--- config.mk ---
export PLATFORM = sky130hd
export DESIGN_NAME = reg_dump_reader_flat
export DESIGN_NICKNAME = d
export VERILOG_FILES = /design/src/rtl/reg_dump_reader_if.sv /design/src/rtl/reg_dump_reader.sv /design/src/flat_wrapper.sv
export SDC_FILE = /design/constraint.sdc
export NUM_CORES = 1
export LEC_CHECK = 0
export CAP_MARGIN = 10
export CORE_ASPECT_RATIO = 0.8
export CORE_MARGIN = 2
export CORE_UTILIZATION = 45
export DETAILED_ROUTE_END_ITERATION = 6
export PLACE_DENSITY = 0.77
export SLEW_MARGIN = 15
export SYNTH_ARGS = -nofsm -noshare
export SYNTH_HDL_FRONTEND = slang
export SYNTH_SLANG_ARGS = --single-unit
--- constraint.sdc ---
create_clock -name clk -period 1.7 [get_ports clk]
set_input_delay 0.34 -clock clk [delete_from_list [all_inputs] [get_ports clk]]
set_output_delay 0.34 -clock clk [all_outputs]
set_load 0.01 [all_outputs]
--- src/rtl/reg_dump_reader_if.sv ---
// Byte stream with valid/ready handshake; out_last marks the final byte of a dump.
interface reg_dump_reader_if;
    logic [7:0] out_data;
    logic       out_valid;
    logic       out_ready;
    logic       out_last;

    modport master (output out_data, output out_valid, output out_last, input out_ready);
    modport slave  (input out_data, input out_valid, input out_last, output out_ready);
endinterface

--- src/rtl/reg_dump_reader.sv ---
// Walks the register file through one read port and streams every word MSB byte first,
// followed by an XOR checksum byte flagged with out_last.
module reg_dump_reader #(
    parameter int NUM_REGS = 32,
    parameter int ADDR_W   = 5,
    parameter int DATA_W   = 32
) (
    input  logic              clk,
    input  logic              rst,
    input  logic              start_i,
    output logic [ADDR_W-1:0] rd_addr_o,
    input  logic [DATA_W-1:0] rd_data_i,
    reg_dump_reader_if.master out_if,
    output logic              busy_o,
    output logic              done_o
);
    typedef enum logic [2:0] {IDLE, FETCH, SEND, CSUM, DONE} state_t;

    localparam logic [ADDR_W-1:0] LAST_REG = ADDR_W'(NUM_REGS - 1);

    state_t            state_q, state_d;
    logic [ADDR_W-1:0] cnt_q, cnt_d;
    logic [ADDR_W-1:0] rd_addr_q, rd_addr_d;
    logic [1:0]        byte_idx_q, byte_idx_d;
    logic [DATA_W-1:0] shift_q, shift_d;
    logic [7:0]        csum_q, csum_d;
    logic              out_valid;
    logic              hs;

    assign hs = out_valid && out_if.out_ready;

    always_ff @(posedge clk) begin
        if (rst) begin
            state_q    <= IDLE;
            cnt_q      <= '0;
            rd_addr_q  <= '0;
            byte_idx_q <= '0;
            shift_q    <= '0;
            csum_q     <= '0;
        end else begin
            state_q    <= state_d;
            cnt_q      <= cnt_d;
            rd_addr_q  <= rd_addr_d;
            byte_idx_q <= byte_idx_d;
            shift_q    <= shift_d;
            csum_q     <= csum_d;
        end
    end

    always_comb begin
        state_d    = state_q;
        cnt_d      = cnt_q;
        rd_addr_d  = rd_addr_q;
        byte_idx_d = byte_idx_q;
        shift_d    = shift_q;
        csum_d     = csum_q;
        case (state_q)
            IDLE: begin
                cnt_d  = '0;
                csum_d = '0;
                if (start_i) state_d = FETCH;
            end
            FETCH: begin
                // Snapshot at the closing edge: a write landing on this same edge is not seen.
                rd_addr_d  = cnt_q;
                shift_d    = rd_data_i;
                byte_idx_d = '0;
                state_d    = SEND;
            end
            SEND: begin
                if (hs) begin
                    csum_d     = csum_q ^ shift_q[DATA_W-1 -: 8];
                    shift_d    = {shift_q[DATA_W-9:0], 8'h00};
                    byte_idx_d = byte_idx_q + 2'd1;
                    if (byte_idx_q == 2'd3) begin
                        if (cnt_q == LAST_REG) begin
                            state_d = CSUM;
                        end else begin
                            cnt_d   = cnt_q + ADDR_W'(1);
                            state_d = FETCH;
                        end
                    end
                end
            end
            CSUM:    if (hs) state_d = DONE;
            DONE:    state_d = IDLE;
            default: state_d = IDLE;
        endcase
    end

    always_comb begin
        out_valid       = (state_q == SEND) || (state_q == CSUM);
        out_if.out_last = (state_q == CSUM);
        out_if.out_data = 8'h00;
        if (state_q == SEND) out_if.out_data = shift_q[DATA_W-1 -: 8];
        if (state_q == CSUM) out_if.out_data = csum_q;
        out_if.out_valid = out_valid;
        busy_o    = (state_q != IDLE);
        done_o    = (state_q == DONE);
        rd_addr_o = (state_q == FETCH) ? cnt_q : rd_addr_q;
    end
endmodule

--- src/flat_wrapper.sv ---
// flat-port wrapper written by rule: the top's interface ports become plain ports
module reg_dump_reader_flat 
#(
    parameter int NUM_REGS = 32,
    parameter int ADDR_W   = 5,
    parameter int DATA_W   = 32
)
  (clk, rst, start_i, rd_addr_o, rd_data_i, busy_o, done_o, out_if_out_data, out_if_out_valid, out_if_out_last, out_if_out_ready);
  reg_dump_reader_if out_if_i ();
  input  logic clk;
  input  logic rst;
  input  logic start_i;
  output logic [ADDR_W-1:0] rd_addr_o;
  input  logic [DATA_W-1:0] rd_data_i;
  output logic busy_o;
  output logic done_o;
  output wire logic [$bits(out_if_i.out_data)-1:0] out_if_out_data;
  output wire logic [$bits(out_if_i.out_valid)-1:0] out_if_out_valid;
  output wire logic [$bits(out_if_i.out_last)-1:0] out_if_out_last;
  input wire logic [$bits(out_if_i.out_ready)-1:0] out_if_out_ready;
  assign out_if_out_data = out_if_i.out_data;
  assign out_if_out_valid = out_if_i.out_valid;
  assign out_if_out_last = out_if_i.out_last;
  assign out_if_i.out_ready = out_if_out_ready;
  reg_dump_reader #(.NUM_REGS(NUM_REGS), .ADDR_W(ADDR_W), .DATA_W(DATA_W)) u_core (.clk(clk), .rst(rst), .start_i(start_i), .rd_addr_o(rd_addr_o), .rd_data_i(rd_data_i), .out_if(out_if_i), .busy_o(busy_o), .done_o(done_o));
endmodule
# Word-level counts from Yosys, hierarchy flattened
# Index checks and enable logic that the tools add are counted.
[word_totals] ff_bits=55 inputBits=36 mem_bits_rw=0 latch_bits=0 mem_count=0 mem_bits_ro=0 output_inout_bits=17
[classes] eq_ne=11 mul=0 n_bitwise=1 add_sub_neg=2 div=0 n_lt_le_gt_ge=0 n_mux=19 reduce_logical=10 shift=0
[ops] cell="$pmux W32 S2" n=1
[ops] cell="$mux W32" n=1
[ops] cell="$mux W8" n=3
[ops] cell="$mux W5" n=4
[ops] cell="$pmux W8 S2" n=1
[ops] cell="$mux W3" n=4
[ops] cell="$pmux W3 S4" n=1
[ops] cell="$pmux W5 S2" n=1
[ops] cell="$reduce_and A4 Y1" n=2
[ops] cell="$xor A8 B8 Y8" n=1
[ops] cell="$eq A3 B2 Y1 const B" n=2
[ops] cell="$ne A2 B1 Y1 const B" n=3
[ops] cell="$add A5 B1 Y5 const B" n=1
[ops] cell="$eq A5 B5 Y1 const B" n=1
[ops] cell="$mux W2" n=2
[ops] cell="$ne A2 B2 Y1 const B" n=2
[ops] cell="$pmux W2 S2" n=1
[ops] cell="$reduce_and A2 Y1" n=2
[ops] cell="$reduce_bool A2 Y1" n=2
[ops] cell="$eq A3 B1 Y1 const B" n=1
[ops] cell="$eq A3 B3 Y1 const B" n=1
[ops] cell="$logic_not A3 Y1" n=1
[ops] cell="$reduce_bool A3 Y1" n=1
[ops] cell="$add A2 B1 Y2 const B" n=1
[ops] cell="3 further kinds" n=3

# Depth between registers and ports, before layout
[logic_depth] word_depth=5 mapped_depth=7 depth_no_buf=7

# Worst setup path after synthesis
# OpenSTA, ideal clock, no wires.
[synth_path] kind="flip-flop to flip-flop" start="register u_core.cnt_q[0]" end="register u_core.cnt_q[3]" path_stages_with_launch=8 setup_slack_ns=-0.019 arrival_ns=1.644 setup_ns=0.074 period_less_slack_ns=1.719 cell_sequence="dfxtp_1 ha_1 and3_1 ha_1 and3b_1 nand4_1 or3_1 a31oi_1"
[synth_via] elab_chain_len=5
[synth_lines] item="from (decl)" line="reg_dump_reader.sv:22" rtl="logic [ADDR_W-1:0] cnt_q, cnt_d;"
[synth_lines] item="from (signal assigned)" line="reg_dump_reader.sv:42" rtl="cnt_q <= cnt_d;"
[synth_lines] item="$add A5 B1 Y5" line="reg_dump_reader.sv:79" rtl="cnt_d = cnt_q + ADDR_W'(1);"
[synth_lines] item="$mux W5" line="reg_dump_reader.sv:76" rtl="if (cnt_q == LAST_REG) begin"
[synth_lines] item="$mux W5" line="reg_dump_reader.sv:75" rtl="if (byte_idx_q == 2'd3) begin"
[synth_lines] item="$mux W5" line="reg_dump_reader.sv:71" rtl="if (hs) begin"
[synth_lines] item="$pmux W5 S2" line="reg_dump_reader.sv:57" rtl="case (state_q)"
# Parallel ways exist; a longest one is shown, timed or not. The select of a mux whose other input is x is not followed.
# A chain may end at the register's enable or synchronous reset.

# Worst setup path in the final report
[layout_path] start="register u_core.state_q[0]" end="register u_core.cnt_q[3]"
[layout_via] elab_chain_len=5
[layout_lines] item="from (decl)" line="reg_dump_reader.sv:21" rtl="state_t state_q, state_d;"
[layout_lines] item="from (signal assigned)" line="reg_dump_reader.sv:41" rtl="state_q <= state_d;"
[layout_lines] item="$eq A3 B2 Y1, on equally long branches" line="reg_dump_reader.sv:57, reg_dump_reader.sv:92"
[layout_lines] item="$logic_or A1 B1 Y1" line="reg_dump_reader.sv:92" rtl="out_valid = (state_q == SEND) || (state_q == CSUM);"
[layout_lines] item="$logic_and A1 B1 Y1" line="reg_dump_reader.sv:30" rtl="assign hs = out_valid && out_if.out_ready;"
[layout_lines] item="$ne A2 B1 Y1 (no line)"
[layout_lines] item="$reduce_and A4 Y1 (no line)"
# Parallel ways exist; a longest one is shown, timed or not.

==> impl_metrics.yaml <==
global_route:
  grt_max_degree: 38
  overflow: 0
  use_met3_pct: 4.26
  busiest_layer: "met2"
  grt_usage_pct: 24.8
  gr-usage-met2_pct: 39.1
  grt_pass1_wl_um: 12300
  grt_pass1_vias: 2563
  use_met1_pct: 34.5
  antenna_found_initial: 0
detailed_routing:
  drt-vias-per-instance: 5.75
  ant_nets: 0
  drt_iter0_markers: 219
  drc: 0
  drt-pass1-iter-count: 4
  via_count: 2726
  wirelength_um: 8460
  routedWlPerCell_um: 17.9
critical_path:
  critical_path_class: "reg -> reg"
  reg2reg_depth: 7
  cp.arrival_ns: 2.10
  critPathCaptureType: "register"
  worstPathRequired_ns: 1.95
  r2r_end: "u_core.cnt_q[3]$_SDFFE_PP0P_"
  startpoint_type: "register"
  crit_end: "u_core.cnt_q[3]$_SDFFE_PP0P_"
  r2r_start: "u_core.state_q[0]$_SDFFE_PP0P_"
  reg2reg_slack_ns: -0.15
  crit_start: "u_core.state_q[0]$_SDFFE_PP0P_"
  path_max_fanout: 6
sta:
  drv_slew: 0
  finalCritPeriodShare_pct: 109
  final-hold-violation-count: 0
  fin_ws_ns: -0.147
  setup_viol: 48
  worst_pin_slew_ns: 0.357
  rsz0062_at_grt: "true"
  min_period_ns: 1.85
  clock_skew_ns: 0.00955
  fmax_mhz: 541
  relSlewSlack_pct: 76.2
yosys:
  synth_edf_count: 0
  synthFlopType: "dfxtp_1"
  synth_area_um2: 2580
  synth_top_area_cell: "dfxtp_1"
  syn_inst: 318
  ys_top_cells_by_count: "dfxtp_1, nor2_1, nand2_1"
  synth.top_cells.by_area: "dfxtp_1, a311oi_1, nor2_1, nand2_1, nand3_1"
  yosysMostFrequentCell: "dfxtp_1"
  syn_avg_cell_area_um2: 8.11
  synth.top_cell.area_share_pct: 42.7
  ys_types: 32
  async_reset_ff_share_pct: 0
  yosys_warnings: 0
  synth-seq-area-share_pct: 42.7
  syn-num-nets: 357
  ys_ff_latch: 55
power_and_ir_drop:
  irDropWorstVdd_uv: 599
  pwr_density_cell_nw_per_um2: 754
  p_leak_nw: 1.57
final_layout:
  drive_gt1_share_pct: 36.9
  n_fill_cell: 347
  final_area_um2: 4110
  post-route-util_pct: 74.8
  syn_to_final_growth_pct: 59.3
  n_antenna_cell: 0
  fin_nets: 434
  final_cells: 474
clocking:
  cts_buffers: 5
  htree_num_levels: 2
  cts_buffer_depth: 2
  clk_latency_ns: 0.33
  cts_tree: "built"
  cts-root-buf: "clkbuf_8"
  path_clk_slew_ns: 0.10
  cts_sinks: 55
worst_hold_path:
  hp-class: "in -> reg"
  min_path_cells: 2
place:
  placed_cell_area_um2: 3270
  dp_hpwl_um: 4240
  dp_slack_ns: -0.183
  io_buffers: 52
  place_congestion: 0.741
  dp_cells: 438
floorplanning:
  coreArea_um2: 5500
  die_y_um: 71.7
  die_width_um: 88.6
  rows: 24
  die_area_um2: 6360
  initial_core_util_pct: 46.9
  boundaryPins: 53
status:
  violations: "negative setup slack"
  outcome: "complete, but fails checks"
flow_run:
  cap_violations: 0
==> metrics by stage <==
step                power (W)  setup TNS (ns)  hold WS, ns
floorplan             0.00176               0        0.436
global placement      0.00197           -4.07        0.443
detailed placement    0.00198           -5.79        0.464
CTS                   0.00290           -3.66        0.410
global route          0.00322           -6.46        0.411
finish                0.00310           -3.89        0.393
==> flip-flops by register name (all words and copies together) (netlist names) <==
| register | cells |
|---|---|
| u_core.state_q | 3 |
| u_core.rd_addr_q | 5 |
| u_core.shift_q | 32 |
| u_core.cnt_q | 5 |
| u_core.csum_q | 8 |
| u_core.byte_idx_q | 2 |
==> power breakdown <==
group          internal [W]  total [W]  switching [W]
combinational      0.000476   0.000906       0.000430
clock              0.000289   0.000738       0.000449
sequential          0.00137    0.00145      0.0000838
==> final cells by class <==
type,instances,area (µm²),area share (%)
clock buffers,6,72.6,1.77
repair buffers,98,1080,26.3
well taps,78,97.6,2.38
inverters,1,3.75,0.0914
clock inverters,2,12.5,0.305
multi-input cells,234,1730,42.1
flip-flops and latches,55,1110,27.0
==> layer usage <==
layer | vias up | routed length [µm]
met4 | 0 | 208
met5 | - | 0
met1 | 1310 | 3770
met2 | 116 | 4000
met3 | 19 | 483
li1 | 1281 | -
==> worst min path at each step <==
| stage | start | end | slack [ns] |
|---|---|---|---|
| 6_report | rst | u_core.shift_q[4]$_SDFFE_PP0P_ | 0.39 |
| 5_1_grt | rst | u_core.cnt_q[4]$_SDFFE_PP0P_ | 0.41 |
| 4_1_cts | rst | u_core.shift_q[2]$_SDFFE_PP0P_ | 0.41 |
| 3_5_place_dp | u_core.byte_idx_q[1]$_SDFFE_PP0P_ | u_core.byte_idx_q[1]$_SDFFE_PP0P_ | 0.46 |
| 3_3_place_gp | u_core.byte_idx_q[1]$_SDFFE_PP0P_ | u_core.byte_idx_q[1]$_SDFFE_PP0P_ | 0.44 |
| 2_1_floorplan | u_core.byte_idx_q[1]$_SDFFE_PP0P_ | u_core.byte_idx_q[1]$_SDFFE_PP0P_ | 0.44 |
==> kinds of logic (layout without fill, tap and decap cells) <==
group                      after synthesis  after routing  share of synthesized area [%]
and+or+nand+nor                        149            151                           26.8
AOI/OAI and AO/OA                       66             66                           18.3
DFF                                     55             55                           42.7
buffers and inverters                   31            107                           5.09
muxes                                   14             14                           5.68
adders and majority gates                3              3                           1.46
==> repair_timing <==
| action | 4_1_cts | 5_1_grt |
|---|---|---|
| setup endpoints to repair | 37 | 54 |
| cloned | 5 | 6 |
| hold buffers | 0 | 0 |
| gates resized for setup | 107 | 82 |
| setup buffers | 17 | 5 |
| pin swaps | 26 | 31 |
==> placed cells by master, fill, tap and decap left out, types with 3 or more instances in the layout <==
| cell | count |
|---|---|
| nor2b_1 | 7 |
| nand2_1 | 18 |
| clkdlybuf4s50_1 | 34 |
| a21boi_0 | 4 |
| nand2_2 | 10 |
| mux2_4 | 5 |
| nor2_4 | 11 |
| buf_12 | 9 |
| nand2_4 | 9 |
| buf_4 | 18 |
| a22oi_1 | 10 |
| nor2_2 | 10 |
| nand3b_1 | 6 |
| a21oi_1 | 8 |
| buf_6 | 16 |
| clkbuf_8 | 5 |
| and2_1 | 5 |
| nor3_1 | 4 |
| a311oi_1 | 13 |
| dfxtp_1 | 52 |
| buf_2 | 11 |
| nor2_1 | 27 |
| a21oi_2 | 3 |
| a21o_1 | 3 |
| clkbuf_16 | 4 |
| nor3_2 | 3 |
| o21ai_0 | 9 |
| a311oi_2 | 11 |
| buf_8 | 3 |
| nand3_1 | 26 |
| mux2i_1 | 8 |
==> critical path: stages (launching register included) <==
cell	delay [ns]
dfxtp_4	0.37
buf_8	0.12
buf_6	0.11
buf_6	0.12
buf_6	0.11
or3b_4	0.48
or3_1	0.33
a31oi_1	0.12
No activity file was read; power rests on OpenSTA's default activity.
